<file path="src/rtl/axi_lite_reg_responder.sv">
// AXI4-Lite register bank slave: single-beat writes/reads into a window of
// 32-bit registers at BASE_ADDR. Register 0 is a read-only ID constant.
module axi_lite_reg_responder #(
  parameter int unsigned        ADDR_W    = 32,
  parameter int unsigned        DATA_W    = 32,
  parameter logic [ADDR_W-1:0]  BASE_ADDR = 32'h6000_0000,
  parameter int unsigned        NUM_REGS  = 16,
  parameter logic [31:0]        ID_VALUE  = 32'h0
) (
  input  logic                   clk,
  input  logic                   rst_n,
  // write address
  input  logic                   s_awvalid,
  output logic                   s_awready,
  input  logic [ADDR_W-1:0]      s_awaddr,
  // write data
  input  logic                   s_wvalid,
  output logic                   s_wready,
  input  logic [DATA_W-1:0]      s_wdata,
  input  logic [3:0]             s_wstrb,
  // write response
  output logic                   s_bvalid,
  input  logic                   s_bready,
  output logic [1:0]             s_bresp,
  // read address
  input  logic                   s_arvalid,
  output logic                   s_arready,
  input  logic [ADDR_W-1:0]      s_araddr,
  // read data
  output logic                   s_rvalid,
  input  logic                   s_rready,
  output logic [DATA_W-1:0]      s_rdata,
  output logic [1:0]             s_rresp,
  // register contents
  output logic [NUM_REGS*32-1:0] regs_o
);

  localparam int unsigned       IDX_W    = $clog2(NUM_REGS);
  localparam logic [ADDR_W-1:0] WIN_MASK = ~(ADDR_W'(NUM_REGS * 4) - ADDR_W'(1));
  localparam logic [1:0]        RESP_OKAY   = 2'b00;
  localparam logic [1:0]        RESP_SLVERR = 2'b10;

  // One-entry holding registers for AW and W
  logic                aw_held;
  logic [ADDR_W-1:0]   aw_addr_q;
  logic                w_held;
  logic [DATA_W-1:0]   w_data_q;
  logic [3:0]          w_strb_q;

  // Register 0 is the ID constant and has no storage
  logic [31:0]         regs_q [1:NUM_REGS-1];

  logic                aw_hs, w_hs, ar_hs;
  logic                commit;
  logic [ADDR_W-1:0]   wr_addr;
  logic [DATA_W-1:0]   wr_data;
  logic [3:0]          wr_strb;
  logic                wr_hit, wr_ok;
  logic [IDX_W-1:0]    wr_idx;
  logic                rd_hit;
  logic [IDX_W-1:0]    rd_idx;
  logic [31:0]         rd_val;

  // Readys depend only on state, never on any valid
  assign s_awready = !aw_held && !s_bvalid;
  assign s_wready  = !w_held && !s_bvalid;
  assign s_arready = !s_rvalid;

  assign aw_hs = s_awvalid && s_awready;
  assign w_hs  = s_wvalid && s_wready;
  assign ar_hs = s_arvalid && s_arready;

  // Commit as soon as both halves are available, held or arriving this cycle
  assign commit  = (aw_held || aw_hs) && (w_held || w_hs);
  assign wr_addr = aw_held ? aw_addr_q : s_awaddr;
  assign wr_data = w_held ? w_data_q : s_wdata;
  assign wr_strb = w_held ? w_strb_q : s_wstrb;

  assign wr_hit = (wr_addr & WIN_MASK) == BASE_ADDR;
  assign wr_idx = wr_addr[2 +: IDX_W];
  assign wr_ok  = wr_hit && (wr_idx != '0);

  assign rd_hit = (s_araddr & WIN_MASK) == BASE_ADDR;
  assign rd_idx = s_araddr[2 +: IDX_W];

  // Read mux; sees pre-commit register values
  always_comb begin
    rd_val = '0;
    if (rd_hit) begin
      rd_val = ID_VALUE;
      for (int i = 1; i < NUM_REGS; i++) begin
        if (rd_idx == IDX_W'(i)) rd_val = regs_q[i];
      end
    end
  end

  // Capture AW/W independently; both drop at commit
  always_ff @(posedge clk or negedge rst_n) begin
    if (!rst_n) begin
      aw_held   <= 1'b0;
      aw_addr_q <= '0;
      w_held    <= 1'b0;
      w_data_q  <= '0;
      w_strb_q  <= '0;
    end else if (commit) begin
      aw_held <= 1'b0;
      w_held  <= 1'b0;
    end else begin
      if (aw_hs) begin
        aw_held   <= 1'b1;
        aw_addr_q <= s_awaddr;
      end
      if (w_hs) begin
        w_held   <= 1'b1;
        w_data_q <= s_wdata;
        w_strb_q <= s_wstrb;
      end
    end
  end

  // Write response: raised at commit, held until accepted
  always_ff @(posedge clk or negedge rst_n) begin
    if (!rst_n) begin
      s_bvalid <= 1'b0;
      s_bresp  <= RESP_OKAY;
    end else if (commit) begin
      s_bvalid <= 1'b1;
      s_bresp  <= wr_ok ? RESP_OKAY : RESP_SLVERR;
    end else if (s_bvalid && s_bready) begin
      s_bvalid <= 1'b0;
    end
  end

  // Read response: captured at AR handshake, held until accepted
  always_ff @(posedge clk or negedge rst_n) begin
    if (!rst_n) begin
      s_rvalid <= 1'b0;
      s_rdata  <= '0;
      s_rresp  <= RESP_OKAY;
    end else if (ar_hs) begin
      s_rvalid <= 1'b1;
      s_rdata  <= DATA_W'(rd_val);
      s_rresp  <= rd_hit ? RESP_OKAY : RESP_SLVERR;
    end else if (s_rvalid && s_rready) begin
      s_rvalid <= 1'b0;
    end
  end

  // Byte-strobed register update on a good commit
  always_ff @(posedge clk or negedge rst_n) begin
    if (!rst_n) begin
      for (int i = 1; i < NUM_REGS; i++) regs_q[i] <= '0;
    end else if (commit && wr_ok) begin
      for (int i = 1; i < NUM_REGS; i++) begin
        if (wr_idx == IDX_W'(i)) begin
          for (int b = 0; b < 4; b++) begin
            if (wr_strb[b]) regs_q[i][8*b +: 8] <= wr_data[8*b +: 8];
          end
        end
      end
    end
  end

  // Flatten register bank, ID constant in slot 0
  always_comb begin
    regs_o = '0;
    regs_o[31:0] = ID_VALUE;
    for (int i = 1; i < NUM_REGS; i++) regs_o[32*i +: 32] = regs_q[i];
  end

endmodule
</file>
<file path="config.mk">
export PLATFORM = sky130hd
export DESIGN_NAME = axi_lite_reg_responder
export DESIGN_NICKNAME = d
export VERILOG_FILES = /design/src/rtl/axi_lite_reg_responder.sv
export SDC_FILE = /design/constraint.sdc
export NUM_CORES = 1
export LEC_CHECK = 0
export BUFFER_PORTS_ARGS = -buffer_cell sky130_fd_sc_hd__buf_4
export CORE_AREA = 4 4 252 254
export CTS_CLUSTER_SIZE = 10
export DETAILED_ROUTE_END_ITERATION = 16
export DIE_AREA = 0 0 256 258
export PLACE_DENSITY = 0.75
export SLEW_MARGIN = 20
export SYNTH_ARGS = -nofsm -noshare
export SYNTH_HDL_FRONTEND = slang
export SYNTH_SLANG_ARGS = --single-unit
</file>
<file path="constraint.sdc">
create_clock -name clk -period 2.5 [get_ports clk]
set_input_delay 0 -clock clk [delete_from_list [all_inputs] [get_ports clk]]
set_output_delay 0 -clock clk [all_outputs]
set_load 0.005 [all_outputs]
</file>
==> metrics.log, run 1 <==
INFO  metric final_layout_size_suffix_gt1_frac = 0.5281
INFO  metric synth_compound_area_frac = 0.09675
INFO  metric path_cells = or4_4 -> nor4_4 -> buf_6 -> buf_12 -> o2111ai_4 -> buf_12 -> nor3_2 -> buf_6 -> mux2_2
INFO  metric static-leakage-power = 19.64 nW
INFO  metric flip_flop_cell_with_the_highest_count_after_synthesis = dfrtp_1
INFO  metric synth_async_sr_flop_share = 1.000
INFO  metric clk_path_buf_depth = 3
INFO  metric cp_data_arrival_time = 3240 ps
INFO  metric powerDensity = 623.2 mW/mm^2
INFO  metric yosys_warnings = 0
INFO  metric layout_setup_ws = -247.7 ps
INFO  metric unique_masters_post_synth = 70
INFO  metric placed_inst_area = 0.03520 mm^2
INFO  metric drt_wl_total = 127700 um
INFO  metric cp_max_fanout = 15
INFO  metric clkLatencyLatePin = 630 ps
INFO  metric drt_iter0_markers = 2261
INFO  metric via_per_inst = 6.335
INFO  metric drt_pre_antenna_iters = 5
INFO  metric yosysMostFrequentCell = dfrtp_1
INFO  metric cts_root_buffer = clkbuf_16
INFO  metric grt_overflow_total = 0
INFO  metric dp_cells = 3601
INFO  metric avgRoutedWirePerCell = 33.70 um
INFO  metric wire_length_of_the_first_global_routing_pass = 180900 um
INFO  metric synthSimpleGateAreaFrac = 0.07812
INFO  metric cell_family_with_the_largest_share_of_critical_path_delay = simple AND/OR/NAND/NOR gates
INFO  metric final-instance-count-excl-fill = 3788
INFO  metric setup_repair_after_global_routing_missed_its_margin = true
INFO  metric clock_pin_slew_worst_setup_and_hold_paths = 70 ps
INFO  metric ys_top_cells_by_area = dfrtp_1 52%, mux2_2 23%, nor3_4 2.3%
INFO  metric post_synth_xor_area_fraction = 0
INFO  metric setup-violations-final = 480
INFO  metric finalCritPeriodShare = 1.099
INFO  metric slew_viol_final = 0
INFO  metric synthMuxAreaShare = 0.2705
INFO  metric grt_max_degree = 79
INFO  metric syn_area = 0.02800 mm^2
INFO  metric floorplan.initialDensity = 0.4571
INFO  metric synth-seq-cells = 584
INFO  metric clock_skew = 37.06 ps
INFO  metric number_of_flops_mapped_to_enable_cells_by_yosys = 0
INFO  metric synth_seq_area_share = 0.5220
INFO  metric startpoint_type_of_the_worst_setup_path = flop
INFO  metric drcViolationCount = 0
INFO  metric post_synth_inst_count = 2158
INFO  metric hold_class = input pin to async pin
INFO  metric yosysTopAreaCellShare = 0.5220
INFO  metric outcome = finished, violations left
INFO  metric post_route_cell_area = 0.03932 mm^2
INFO  metric worst_slack_after_detailed_placement = -344.5 ps
INFO  metric final_hold_viol_count = 0
INFO  metric cts_buffers = 71
INFO  metric cp-end-kind = flop
INFO  metric number_of_core_rows = 91
INFO  metric design.die.area = 0.06605 mm^2
INFO  metric critPathRequiredTime = 3000 ps
INFO  metric syn_avg_cell_area = 12.97 um^2
INFO  metric power.ir.vdd_worst = 0.4894 mV
INFO  metric floorplan.die.height = 258 um
INFO  metric vias = 24.00k
INFO  metric clock.fmax = 0.3639 GHz
INFO  metric initial_antenna_violation_count = 6
INFO  metric synth_area_leader_cell = dfrtp_1
INFO  metric cts_num_sinks = 584
INFO  metric synthAdderAreaFrac = 0
INFO  metric crit_path_max_incr_delay = 550 ps
INFO  metric ant_nets = 0
INFO  metric core = 0.06126 mm^2
INFO  metric crit_buf_inv = 4
INFO  metric number_of_h_tree_levels = 3
INFO  metric clock_tree_from_tritoncts = built
INFO  metric place.gp.congestion = 0.9813
INFO  metric timing.critical_path.slowest_stage_cell = or4_4
INFO  metric io_buffer_count = 621
INFO  metric dp.final_hpwl = 91330 um
INFO  metric worstSetupPathType = flop to flop
INFO  metric area.growth.synth_to_final = 40.43%
INFO  metric synth_top_family_by_area = multiplexers
INFO  metric num-nets-final = 3072
INFO  metric worst_case_headroom_to_the_max_slew_limit = 0.3679
INFO  metric global_route.usage.total = 0.3727
INFO  metric period_minus_slack = 2748 ps
INFO  metric violations = negative setup slack
INFO  metric yosys-top-cells-count = 584 x dfrtp_1, 565 x mux2_2, 123 x clkbuf_1
INFO  metric ios = 660
INFO  metric grt_pass1_vias = 24.94k
INFO  metric fp.dieW = 256 um
INFO  metric max_slew.worst_pin.slew = 946.1 ps
INFO  metric drv_cap = 0
## worst reg2reg max path, delay by kind of cell, from the launching register on
kind	cells	cell delay, ps
and+or+nand+nor	3	1060
AOI/OAI and AO/OA	1	140
DFF	1	370
muxes	1	380
buffers and inverters	4	710
## routing by layer
metal	routed length, um	global-route usage
met5	11	0
met4	8045	0.1912
met3	12080	0.1008
met2	59770	0.6052
met1	47760	0.4602
## where the power goes
group / switching (mW) / leakage, nW / total (mW) / internal, mW
registers: 0.378 / 8.01 / 10.4 / 10.0
clock network: 4.06 / 1.00 / 9.50 / 5.44
logic: 2.98 / 10.6 / 4.59 / 1.61
total: 7.42 / 19.6 / 24.5 / 17.1
## final timing paths
check,from,slack (ps),cells past startpoint,end
max,aw_held$_DFFE_PN0P_,-250,9,regs_o[484]$_DFFE_PN0P_
min,rst_n,20,2,regs_o[269]$_DFFE_PN0P_
max reg2reg,aw_held$_DFFE_PN0P_,-250,9,regs_o[484]$_DFFE_PN0P_
min reg2reg,s_rdata[27]$_DFFE_PN0P_,500,2,s_rdata[27]$_DFFE_PN0P_
max in group asynchronous,rst_n,1520,3,regs_o[63]$_DFFE_PN0P_
min in group clk,s_araddr[15],70,7,s_rdata[24]$_DFFE_PN0P_
## per-stage QoR
| step | setup TNS (ps) | power (mW) | hold WS [ps] | util |
|---|---|---|---|---|
| 2_1_floorplan | -80740 | 12.80 | -295.6 | - |
| 3_3_place_gp | -72240 | 14.51 | 85.79 | 0.5747 |
| 3_5_place_dp | -95920 | 14.70 | 89.93 | 0.5747 |
| 4_1_cts | -67210 | 24.40 | 19.44 | 0.6369 |
| 5_1_grt | -99500 | 25.24 | 66.10 | 0.6419 |
| 6_report | -72690 | 24.50 | 23.97 | 0.6419 |
## final cells by class
cell class	count	area, um^2
fill	4621	21940
sequential	584	14620
multi-input combinational	1405	13800
timing repair buffer	884	7789
clock buffer	93	1949
tap	790	988.4
clock inverter	9	97.59
inverter	19	71.32
antenna	4	10.01
## layout by cell type (no fill, tap or decap), types with 21 or more instances in the layout
cell	synthesis	final
nor3_1	29	29
nor3_4	40	53
buf_12	0	69
mux2i_1	53	53
mux2_4	7	276
dfrtp_1	584	583
o21ai_0	70	70
buf_4	38	715
o211ai_1	23	23
conb_1	1	34
a21oi_1	40	40
mux2_2	565	316
o22ai_1	39	39
mux2_1	41	21
clkbuf_16	0	71
nand2_1	74	74
buf_6	1	23
a221oi_1	41	41
dlygate4sd3_1	0	75
nor2_1	74	69
a221o_1	21	21
a22oi_1	35	35
## flip-flops by register name, indices dropped and copies added (netlist names)
signal / cells
aw_addr_q: 30
aw_held: 1
regs_o: 480
s_bresp: 1
s_bvalid: 1
s_rdata: 32
s_rresp: 1
s_rvalid: 1
w_data_q: 32
w_held: 1
w_strb_q: 4
## timing repair
item	4_1_cts	5_1_grt
pin swaps	19	3
setup endpoints to repair	480	480
hold buffers	75	0
buffers inserted	6	0
cloned	1	0
resized for setup	234	82
endpoints found under the hold margin	468	0
## kinds of logic after synthesis
group / after synthesis
AOI/OAI and AO/OA: 370
DFF: 584
and+or+nand+nor: 330
other: 1
buffers and inverters: 202
muxes: 671
Power figures use the tool's default switching activity.
==> run 2: changes to the inputs <==
--- a/config.mk
+++ b/config.mk
@@ -5,12 +5,14 @@
 export SDC_FILE = /design/constraint.sdc
 export NUM_CORES = 1
 export LEC_CHECK = 0
+export ABC_AREA = 1
+export ABC_CLOCK_PERIOD_IN_PS = 2500
 export BUFFER_PORTS_ARGS = -buffer_cell sky130_fd_sc_hd__buf_4
-export CORE_AREA = 4 4 252 254
+export CORE_AREA = 4 4 255 257
 export CTS_CLUSTER_SIZE = 10
 export DETAILED_ROUTE_END_ITERATION = 16
-export DIE_AREA = 0 0 256 258
-export PLACE_DENSITY = 0.75
+export DIE_AREA = 0 0 259 261
+export PLACE_DENSITY = 0.72
 export SLEW_MARGIN = 20
 export SYNTH_ARGS = -nofsm -noshare
 export SYNTH_HDL_FRONTEND = slang
==> run 2 against run 1 <==
The flow now finishes without violations. Non-clock buffer count fell by 43. Largest power group unchanged. Highest routed layer unchanged. Critical path depth is 1 higher. Via count grew 11%. Worst setup slack better by 260 ps. Sequential power barely moved. Power rose by 3.6%. Routed wire length down 5.2%. Global-route usage down 5.0 points. Critical path type unchanged.
==> metrics.log, run 2 <==
INFO  metric ys_top_cells_by_area = dfrtp_1 54%, nand2_1 14%, o21ai_1 8.4%
INFO  metric unique_masters_post_synth = 41
INFO  metric regArea = 0.01461 mm^2
INFO  metric clock.fmax = 0.4027 GHz
INFO  metric nFillCells = 5418
INFO  metric ant_nets = 0
INFO  metric syn_area = 0.02703 mm^2
INFO  metric design.die.area = 0.06760 mm^2
INFO  metric drt_iter0_markers = 3093
INFO  metric timing.critical_path.slowest_stage_cell = dfrtp_1
INFO  metric cp-end-kind = flop
INFO  metric power.ir.vdd_worst = 0.7458 mV
INFO  metric via_per_inst = 5.664
INFO  metric synth_area_leader_cell = dfrtp_1
INFO  metric cts_buffers = 71
INFO  metric cts_root_buffer = clkbuf_16
INFO  metric seq_power_share = 0.406
INFO  metric path_cells = nor3b_2 -> nor2_1 -> inv_1 -> nand3_1 -> nor2_1 -> and3_4 -> buf_12 -> buf_12 -> nand3_4 -> o21ai_0
INFO  metric clock_tree_from_tritoncts = built
INFO  metric avgRoutedWirePerCell = 25.66 um
INFO  metric number_of_core_rows = 92
INFO  metric synth-seq-cells = 584
INFO  metric pwr_total = 25.39 mW
INFO  metric share_clk_of_total_power = 0.373
INFO  metric drt_wl_total = 121100 um
INFO  metric floorplan.die.height = 261 um
INFO  metric total_switching_power = 8.322 mW
INFO  metric critPathRequiredTime = 3000 ps
INFO  metric synth_async_sr_flop_share = 1.000
INFO  metric worst_slack_after_detailed_placement = -80.45 ps
INFO  metric yosys_warnings = 0
INFO  metric vias = 26.73k
INFO  metric cp_data_arrival_time = 2980 ps
INFO  metric worst_case_headroom_to_the_max_slew_limit = 0.1178
INFO  metric netSwitchingFraction = 0.3277
INFO  metric crit_path_max_incr_delay = 470 ps
INFO  metric static-leakage-power = 17.22 nW
INFO  metric clkLatencyLatePin = 600 ps
INFO  metric synth_seq_area_share = 0.5407
INFO  metric critical_path.reg2reg.startpoint = s_bvalid$_DFFE_PN0P_
INFO  metric cell_family_with_the_largest_share_of_critical_path_delay = simple AND/OR/NAND/NOR gates
INFO  metric post_synth_inst_count = 3081
INFO  metric final_layout_size_suffix_gt1_frac = 0.2730
INFO  metric slew_viol_final = 0
INFO  metric drv_cap = 0
INFO  metric wire_length_of_the_first_global_routing_pass = 162600 um
INFO  metric floorplan.initialDensity = 0.4308
INFO  metric outcome = completed
INFO  metric grt_max_degree = 72
INFO  metric layout_setup_ws = 16.64 ps
INFO  metric dp.final_hpwl = 81830 um
INFO  metric grt_pass1_vias = 24.31k
INFO  metric worstSetupPathType = flop to flop
INFO  metric flip_flop_cell_with_the_highest_count_after_synthesis = dfrtp_1
INFO  metric period_minus_slack = 2483 ps
INFO  metric max_slew.worst_pin.slew = 1323 ps
INFO  metric global_route.usage.total = 0.3229
INFO  metric startpoint_type_of_the_worst_setup_path = flop
INFO  metric combinational_share_of_power = 0.221
INFO  metric yosysTopAreaCellShare = 0.5407
INFO  metric powerDensity = 698.5 mW/mm^2
INFO  metric core = 0.06274 mm^2
INFO  metric p_int = 17.07 mW
INFO  metric setup_repair_after_global_routing_missed_its_margin = true
INFO  metric drt_pre_antenna_iters = 6
INFO  metric syn_avg_cell_area = 8.773 um^2
INFO  metric largest_register_ffs = 480
INFO  metric setup-tns-final = 0 ps
INFO  metric ios = 660
INFO  metric mostFrequentLayoutCell = nand2_1
INFO  metric final_hold_viol_count = 0
INFO  metric hold_class = input pin to async pin
INFO  metric cp_max_fanout = 16
INFO  metric io_buffer_count = 621
INFO  metric holdWs = 17.97 ps
INFO  metric clk_path_buf_depth = 3
INFO  metric number_of_flops_mapped_to_enable_cells_by_yosys = 0
INFO  metric initial_antenna_violation_count = 5
INFO  metric multi_input_comb_area = 0.01124 mm^2
INFO  metric cts_num_sinks = 584
INFO  metric drcViolationCount = 0
INFO  metric worst_setup_path_startpoint = s_bvalid$_DFFE_PN0P_
INFO  metric setup-violations-final = 0
INFO  metric clock_skew = 18.51 ps
INFO  metric yosys-top-cells-count = 1037 x nand2_1, 584 x dfrtp_1, 451 x o21ai_1
INFO  metric num-nets-final = 3956
INFO  metric layout_common_cells = 1028 x nand2_1, 733 x buf_4, 584 x dfrtp_1, 466 x o21ai_1, 170 x nor2_1
INFO  metric crit_buf_inv = 3
INFO  metric fp.dieW = 259 um
INFO  metric area.growth.synth_to_final = 34.50%
INFO  metric place.gp.congestion = 0.9449
INFO  metric clock_pin_slew_worst_setup_and_hold_paths = 60 ps
INFO  metric finalCritPeriodShare = 0.9933
INFO  metric number_of_h_tree_levels = 3
INFO  metric grt_overflow_total = 0
INFO  metric yosysMostFrequentCell = nand2_1
run 2: cell types whose count changed after synthesis, moves of 62 or more:
cell	before	now
nor2_1	74	182
nand4_1	5	91
buf_6	1	63
o21ai_1	0	451
inv_1	18	123
nand2_1	74	1037
mux2_2	565	25
run 2: cell type report:
class,instances,share of cell area
multi-input cells,2222,0.3092
diodes,1,0.00006883
clock inverters,6,0.001446
flip-flops and latches,584,0.4020
clock buffers,90,0.05486
well taps,846,0.02912
inverters,129,0.01339
repair buffers,841,0.1899
run 2: path summary, 6_finish.rpt:
| check | endpoint | slack (ps) | depth (start not counted) |
|---|---|---|---|
| setup / recovery | regs_o[145]$_DFFE_PN0P_ | 20 | 10 |
| hold / removal | regs_o[307]$_DFFE_PN0P_ | 20 | 2 |
| setup reg to reg | regs_o[145]$_DFFE_PN0P_ | 20 | 10 |
| hold reg to reg | w_data_q[20]$_DFFE_PN0P_ | 480 | 2 |
| max in group asynchronous | regs_o[291]$_DFFE_PN0P_ | 1620 | 3 |
| min in group clk | s_rdata[11]$_DFFE_PN0P_ | 100 | 5 |
run 2: repair_timing:
action                                  in CTS  in global routing
resized for setup                            2                 42
hold buffers                                73                  0
cloned                                       0                 45
endpoints found under the setup margin     219                480
hold endpoints to repair                   704                  0
pin swaps                                    1                 30
buffers inserted                             1                  7
run 2: power by group through the flow:
| stage | Sequential (mW) | Clock [mW] | Combinational, mW |
|---|---|---|---|
| floorplan | 10.4 | 0 | 2.56 |
| global placement | 10.4 | 0 | 4.78 |
| detailed placement | 10.4 | 0 | 4.83 |
| CTS | 10.3 | 9.52 | 4.96 |
| global route | 10.4 | 9.92 | 5.87 |
| finish | 10.3 | 9.47 | 5.61 |
run 2: kinds of logic after synthesis:
family,after synthesis,synth area share
other,1,0.0001387
buffers and inverters,347,0.07411
and+or+nand+nor,1484,0.2531
muxes,29,0.01190
AOI/OAI and AO/OA,636,0.1200
DFF,584,0.5407
run 2: through the flow:
stage | util | area, um^2 | std cells
floorplan | - | 27150 | 3114
global placement | 0.5219 | 32740 | 4496
detailed placement | 0.5219 | 32740 | 4496
CTS | 0.5665 | 35540 | 4666
global route | 0.5794 | 36350 | 4718
finish | 0.5795 | 36350 | 4719
run 2: worst register-to-register path, delay by kind of cell (launching register included):
family                 cells  cell delay, ps
AO/OA/AOI/OAI              1             260
buffers and inverters      3             480
flip-flops                 1             470
AND/OR/NAND/NOR            6            1170
run 2: metal layers:
metal / GRT usage / wire length (um)
met1: 0.4287 / 46500
met2: 0.5109 / 54160
met3: 0.07959 / 13780
met4: 0.1349 / 6610
met5: 0 / 27
